==> src/rtl/queue_output_arbiter.sv <==
// queue_output_arbiter: round-robin N-to-1 AXI-Stream arbiter with bounded bursts and a registered output.
// Define ARB_OCCUPANCY_PRIO_EN to make half-full queues win arbitration ahead of the rest.
package queue_output_arbiter_pkg;
    localparam int AXIS_DATA_WIDTH = 32;
    localparam int ID_WIDTH        = 4;
    localparam int DEST_WIDTH      = 4;
    localparam int USER_WIDTH      = 4;
    typedef struct packed {
        logic                         tvalid;
        logic [AXIS_DATA_WIDTH-1:0]   tdata;
        logic [AXIS_DATA_WIDTH/8-1:0] tkeep;
        logic                         tlast;
        logic [ID_WIDTH-1:0]          tid;
        logic [DEST_WIDTH-1:0]        tdest;
        logic [USER_WIDTH-1:0]        tuser;
    } axis_mosi_t;
    typedef struct packed {
        logic tready;
    } axis_miso_t;
endpackage

module queue_output_arbiter
    import queue_output_arbiter_pkg::*;
#(
    parameter int N_INPUTS  = 4,
    parameter int MAX_BURST = 4
) (
    input  logic                clk_i,
    input  logic                rst_n_i,
    input  axis_mosi_t          in_mosi_i [N_INPUTS],
    output axis_miso_t          in_miso_o [N_INPUTS],
    input  logic [N_INPUTS-1:0] q_empty_i,
    input  logic [N_INPUTS-1:0] q_half_full_i,
    output axis_mosi_t          out_mosi_o,
    input  axis_miso_t          out_miso_i,
    output logic [N_INPUTS-1:0] grant_o,
    output logic                busy_o
);
    localparam int PW = $clog2(N_INPUTS);
    localparam int CW = $clog2(MAX_BURST + 1);

    typedef enum logic {IDLE, GRANTED} state_t;

    state_t              r_state, w_next;
    logic [PW-1:0]       r_rr_ptr, w_winner;
    logic [CW-1:0]       r_beat_cnt;
    logic [N_INPUTS-1:0] r_grant, w_req, w_cand;
    axis_mosi_t          r_out;
    logic                w_load_en, w_src_valid, w_beat, w_release;

    always_comb begin
        for (int i = 0; i < N_INPUTS; i++)
            w_req[i] = in_mosi_i[i].tvalid & ~q_empty_i[i];
    end

`ifdef ARB_OCCUPANCY_PRIO_EN
    assign w_cand = |(w_req & q_half_full_i) ? (w_req & q_half_full_i) : w_req;
`else
    logic w_unused_half_full;
    assign w_unused_half_full = ^q_half_full_i;
    assign w_cand = w_req;
`endif

    // Scan from farthest to nearest so the first requester after rr_ptr wins.
    always_comb begin
        w_winner = r_rr_ptr;
        for (int k = N_INPUTS; k >= 1; k--)
            if (w_cand[PW'((int'(r_rr_ptr) + k) % N_INPUTS)])
                w_winner = PW'((int'(r_rr_ptr) + k) % N_INPUTS);
    end

    // While granted, rr_ptr holds the granted port index.
    always_comb begin
        w_load_en   = ~r_out.tvalid | out_miso_i.tready;
        w_src_valid = in_mosi_i[r_rr_ptr].tvalid;
        w_beat      = (r_state == GRANTED) & w_src_valid & w_load_en;
        w_release   = (r_state == GRANTED) &
                      ((w_beat & (r_beat_cnt == CW'(MAX_BURST - 1))) | (w_load_en & ~w_src_valid));
        w_next      = r_state;
        if (r_state == IDLE && |w_req)
            w_next = GRANTED;
        else if (w_release)
            w_next = IDLE;
        for (int i = 0; i < N_INPUTS; i++)
            in_miso_o[i].tready = (r_state == GRANTED) & r_grant[i] & w_load_en;
    end

    always_ff @(posedge clk_i or negedge rst_n_i) begin
        if (!rst_n_i)
            r_state <= IDLE;
        else
            r_state <= w_next;
    end

    always_ff @(posedge clk_i or negedge rst_n_i) begin
        if (!rst_n_i) begin
            r_rr_ptr   <= PW'(N_INPUTS - 1);
            r_beat_cnt <= '0;
            r_grant    <= '0;
            r_out      <= '0;
        end else begin
            if (r_state == IDLE && |w_req) begin
                r_grant    <= N_INPUTS'(1) << w_winner;
                r_rr_ptr   <= w_winner;
                r_beat_cnt <= '0;
            end else if (w_release) begin
                r_grant <= '0;
            end
            if (w_beat) begin
                r_beat_cnt <= r_beat_cnt + 1'b1;
                r_out      <= in_mosi_i[r_rr_ptr];
            end else if (r_out.tvalid & out_miso_i.tready) begin
                r_out.tvalid <= 1'b0;
            end
        end
    end

    assign out_mosi_o = r_out;
    assign grant_o    = r_grant;
    assign busy_o     = (r_state == GRANTED);
endmodule
==> config.mk <==
export PLATFORM = sky130hd
export DESIGN_NAME = queue_output_arbiter
export DESIGN_NICKNAME = d
export VERILOG_FILES = /design/src/rtl/queue_output_arbiter.sv
export SDC_FILE = /design/constraint.sdc
export NUM_CORES = 1
export LEC_CHECK = 0
export CORE_MARGIN = 5
export CORE_UTILIZATION = 35
export DETAILED_ROUTE_END_ITERATION = 8
export PLACE_DENSITY = 0.89
export REMOVE_ABC_BUFFERS = 1
export SLEW_MARGIN = 20
export SYNTH_ARGS = -nofsm -noshare
export SYNTH_HDL_FRONTEND = slang
export SYNTH_SLANG_ARGS = --single-unit
==> constraint.sdc <==
create_clock -name clk_i -period 2.25 [get_ports clk_i]
set_input_delay 0.45 -clock clk_i [delete_from_list [all_inputs] [get_ports clk_i]]
set_output_delay 0.45 -clock clk_i [all_outputs]
set_load 0.05 [all_outputs]
==> flow_summary.ini <==
[final_layout]
drive_above_1_share_pct = 25.0
register_area_mm2 = 0.00151
final.fill_count = 846
area_of_the_multi_input_gates_mm2 = 0.00214
final_core_util_pct = 63.8
area_growth_syn_to_layout_pct = 81.0
finalNetCount = 710
insertedDiodeCount = 0

[yosys]
netlist.top_cell.by_area = dfrtp_1
share_of_the_synthesized_area_in_compound_gates_ao_oa_aoi_oai_pct = 3.50
synthXorXnorAreaFrac_pct = 0
muxShareOfSynthArea_pct = 48.2
ys.warnings.count = 0
post_synth_and_or_nand_nor_area_fraction_pct = 4.19
synth_area_per_cell_um2 = 16.5
netlist_instances = 229
proportion_of_synthesized_chip_area_in_sequential_cells_pct = 39.7
synth_top_family_by_area = multiplexers
synth-adder-area-share_pct = 0.661
synth_top_area_share_pct = 38.3
synthTopCellsByArea = dfrtp_1 (38%), mux4_2 (30%), mux2_4 (16%)
ys_seq_elements = 60
distinct_cell_type_count_of_the_synthesized_netlist = 36
post_synth_instance_area_mm2 = 0.00379

[clocking]
clock_tree.buffer_depth = 2
tritoncts.num_buffers = 9
worst_skew_pair.late_latency_ps = 320
tritoncts_num_sinks = 60
htreeDepth = 3
tritoncts = yes
cts.reportedPaths.clkPinSlew_ps = 60
post_cts_buffers = 0
clock_tree.root_cell = clkbuf_8

[worst_setup_path]
critical_path.reg2reg.startpoint = r_rr_ptr[1]
critPathMaxStageDelay_ps = 850
critical_path_buf_inv_count = 1
setup.worst_path.start_class = flip-flop
crit_path_end_kind = output pin
crit_type = reg2out
regToRegSetupSlack_ps = 230
cp_max_fo = 10
crit_required_ps = 1800
crit_start = busy_o
worstPathCellList = clkdlybuf4s50_1
crit_family = buffers and inverters
timing.critical_path.arrival_ps = 1650
worst_path_max_delay_cell = clkdlybuf4s50_1

[routing]
wl_met3_mm = 1.11
dr_total_vias = 3335
detailedRoute.firstIterationViolations = 209
routed_wire_length_per_instance_um = 21.5
top_sig_layer = met4
routed_via_density = 5.20
dr_wl_met2_mm = 7.65
detail_route.drc_violations = 0
first_pass_iters = 4
postRouteWirelength_mm = 13.8
wl_met1_mm = 4.83
route.antenna.remaining_nets = 0

[outcome]
result_of_the_run = finished, final reports clean

[grt]
grt_max_degree = 59
grt_first_pass_wirelength_mm = 21.1
vias_in_the_first_global_route = 3857
antenna_found_initial = 0
grt_remaining_overflow = 0
grt_use_total_pct = 21.1

[timing]
layout_setup_ws_ps = 147
timing.final.max_slew_violations = 0
rsz_0062_raised_after_global_routing = false
timing.final.crit_share_pct = 93.5
final_period_minus_worst_setup_slack_ps = 2100
finalHoldViolCount = 0
skew_ps = 6.43
worst_slew_pin_tran_ps = 559
timing.slew.headroom_pct = 62.6
setup_viol_count_final = 0
achievable-frequency_ghz = 0.475

[power_and_ir_drop]
worst_ir_drop_vdd_uv = 759
cellLeakagePower_uw = 0.00280
power_density_mw_per_mm2 = 1400

[die]
floorplan.die_area_mm2 = 0.0130
floorplan.initialDensity_pct = 35.3
dieHeight_um = 114
coreArea_mm2 = 0.0107
floorplan.io_pins = 270
die_x_um = 114
rows = 38

[min_path]
min-delay-path-class = reg2reg
hp-start = out_mosi_o[27]

[placed_design]
routability_congestion_estimate = 0.821
post_dp_hpwl_mm = 11.3
pre_cts_slack_ps = -19.1
buffer_ports.inserted = 265

[flow_run]
drv_cap = 0
==> repair_timing <==
action | in CTS | in global routing
resized for setup | 0 | 0
endpoints found under the hold margin | 2 | 0
hold buffers | 1 | 0
setup endpoints to repair | 0 | 0
==> sequential cells by signal (all words and copies together) (netlist names) <==
name        flops
busy_o          1
r_rr_ptr        2
r_beat_cnt      3
grant_o         4
out_mosi_o     50
==> through the flow <==
| step | hold slack, ps | setup TNS (ps) | instance area [um^2] | total power, uW | std cells |
|---|---|---|---|---|---|
| floorplan | 154 | -40210 | 3660 | 6500 | 212 |
| global placement | 290 | 0 | 6680 | 8600 | 625 |
| detailed placement | 293 | -68.9 | 6680 | 8790 | 625 |
| CTS | 471 | 0 | 6860 | 9690 | 641 |
| global route | 511 | 0 | 6860 | 10100 | 641 |
| finish | 485 | 0 | 6860 | 9600 | 641 |
==> synthesized netlist by cell type <==
master      n
a21boi_0    1
a21o_1      1
a21oi_1     3
a221o_1     1
a221oi_1    1
a22o_1      2
a22oi_1     1
a2bb2o_1    1
a31oi_1     1
and2_1      2
and3_1      4
buf_2       7
buf_6       1
buf_8       4
clkbuf_1    5
dfrtp_1    58
dfstp_2     2
ha_1        2
inv_1       4
mux2_1      4
mux2_2      5
mux2_4     40
mux4_2     50
nand2_1     5
nand2_4     1
nand2b_1    3
nand3_1     4
nor2_1      2
nor2b_1     4
nor3_1      1
nor4b_1     1
o211ai_1    1
o21ai_0     4
o22ai_1     1
o2bb2ai_1   1
or2_2       1
==> path summary, 6_finish.rpt <==
| path | endpoint | depth (start not counted) |
|---|---|---|
| worst max-delay path | busy_o | 1 |
| worst min-delay path | out_mosi_o[27] | 1 |
| worst max register to register | out_mosi_o[31] | 4 |
| worst min register to register | out_mosi_o[27] | 1 |
| max in group asynchronous | r_rr_ptr[1] | 3 |
| min in group asynchronous | out_mosi_o[39] | 2 |
==> cell families after synthesis <==
group           after synthesis
compound gates               19
flops                        60
buf+inv                      21
mux                          99
simple gates                 28
fa+ha+maj                     2
==> power breakdown <==
group / switching [uW] / total [uW] / internal [uW]
Sequential: 374 / 2040 / 1670
Combinational: 3480 / 6710 / 3230
Clock: 397 / 848 / 451
==> final cells by class <==
| class | instances | area share (%) |
|---|---|---|
| repair buffers | 274 | 41.5 |
| multi-input cells | 148 | 31.3 |
| clock inverters | 2 | 0.146 |
| clock buffers | 13 | 2.32 |
| inverters | 4 | 0.219 |
| well taps | 140 | 2.55 |
| flip-flops and latches | 60 | 22.0 |
==> placed cells by master, fill, tap and decap left out, types with 2 or more instances in the layout <==
master,n
a21oi_1,3
a22o_1,2
and2_1,2
and3_1,4
buf_12,11
clkbuf_1,2
clkbuf_8,11
clkdlybuf4s50_1,260
clkinv_2,2
dfrtp_1,58
ha_1,2
inv_1,4
mux2_1,4
mux2_2,5
mux2_4,40
mux4_2,50
nand2_1,5
nand2b_1,3
nand3_1,4
nor2_1,2
nor2b_1,4
o21ai_0,4
==> metal layers <==
metal,vias to the layer above,track usage [%]
met1,1675,23.1
met5,-,0
met3,16,4.51
met4,0,7.21
met2,188,40.0
li1,1456,-
Note: power is estimated with default switching activity, not from simulation.
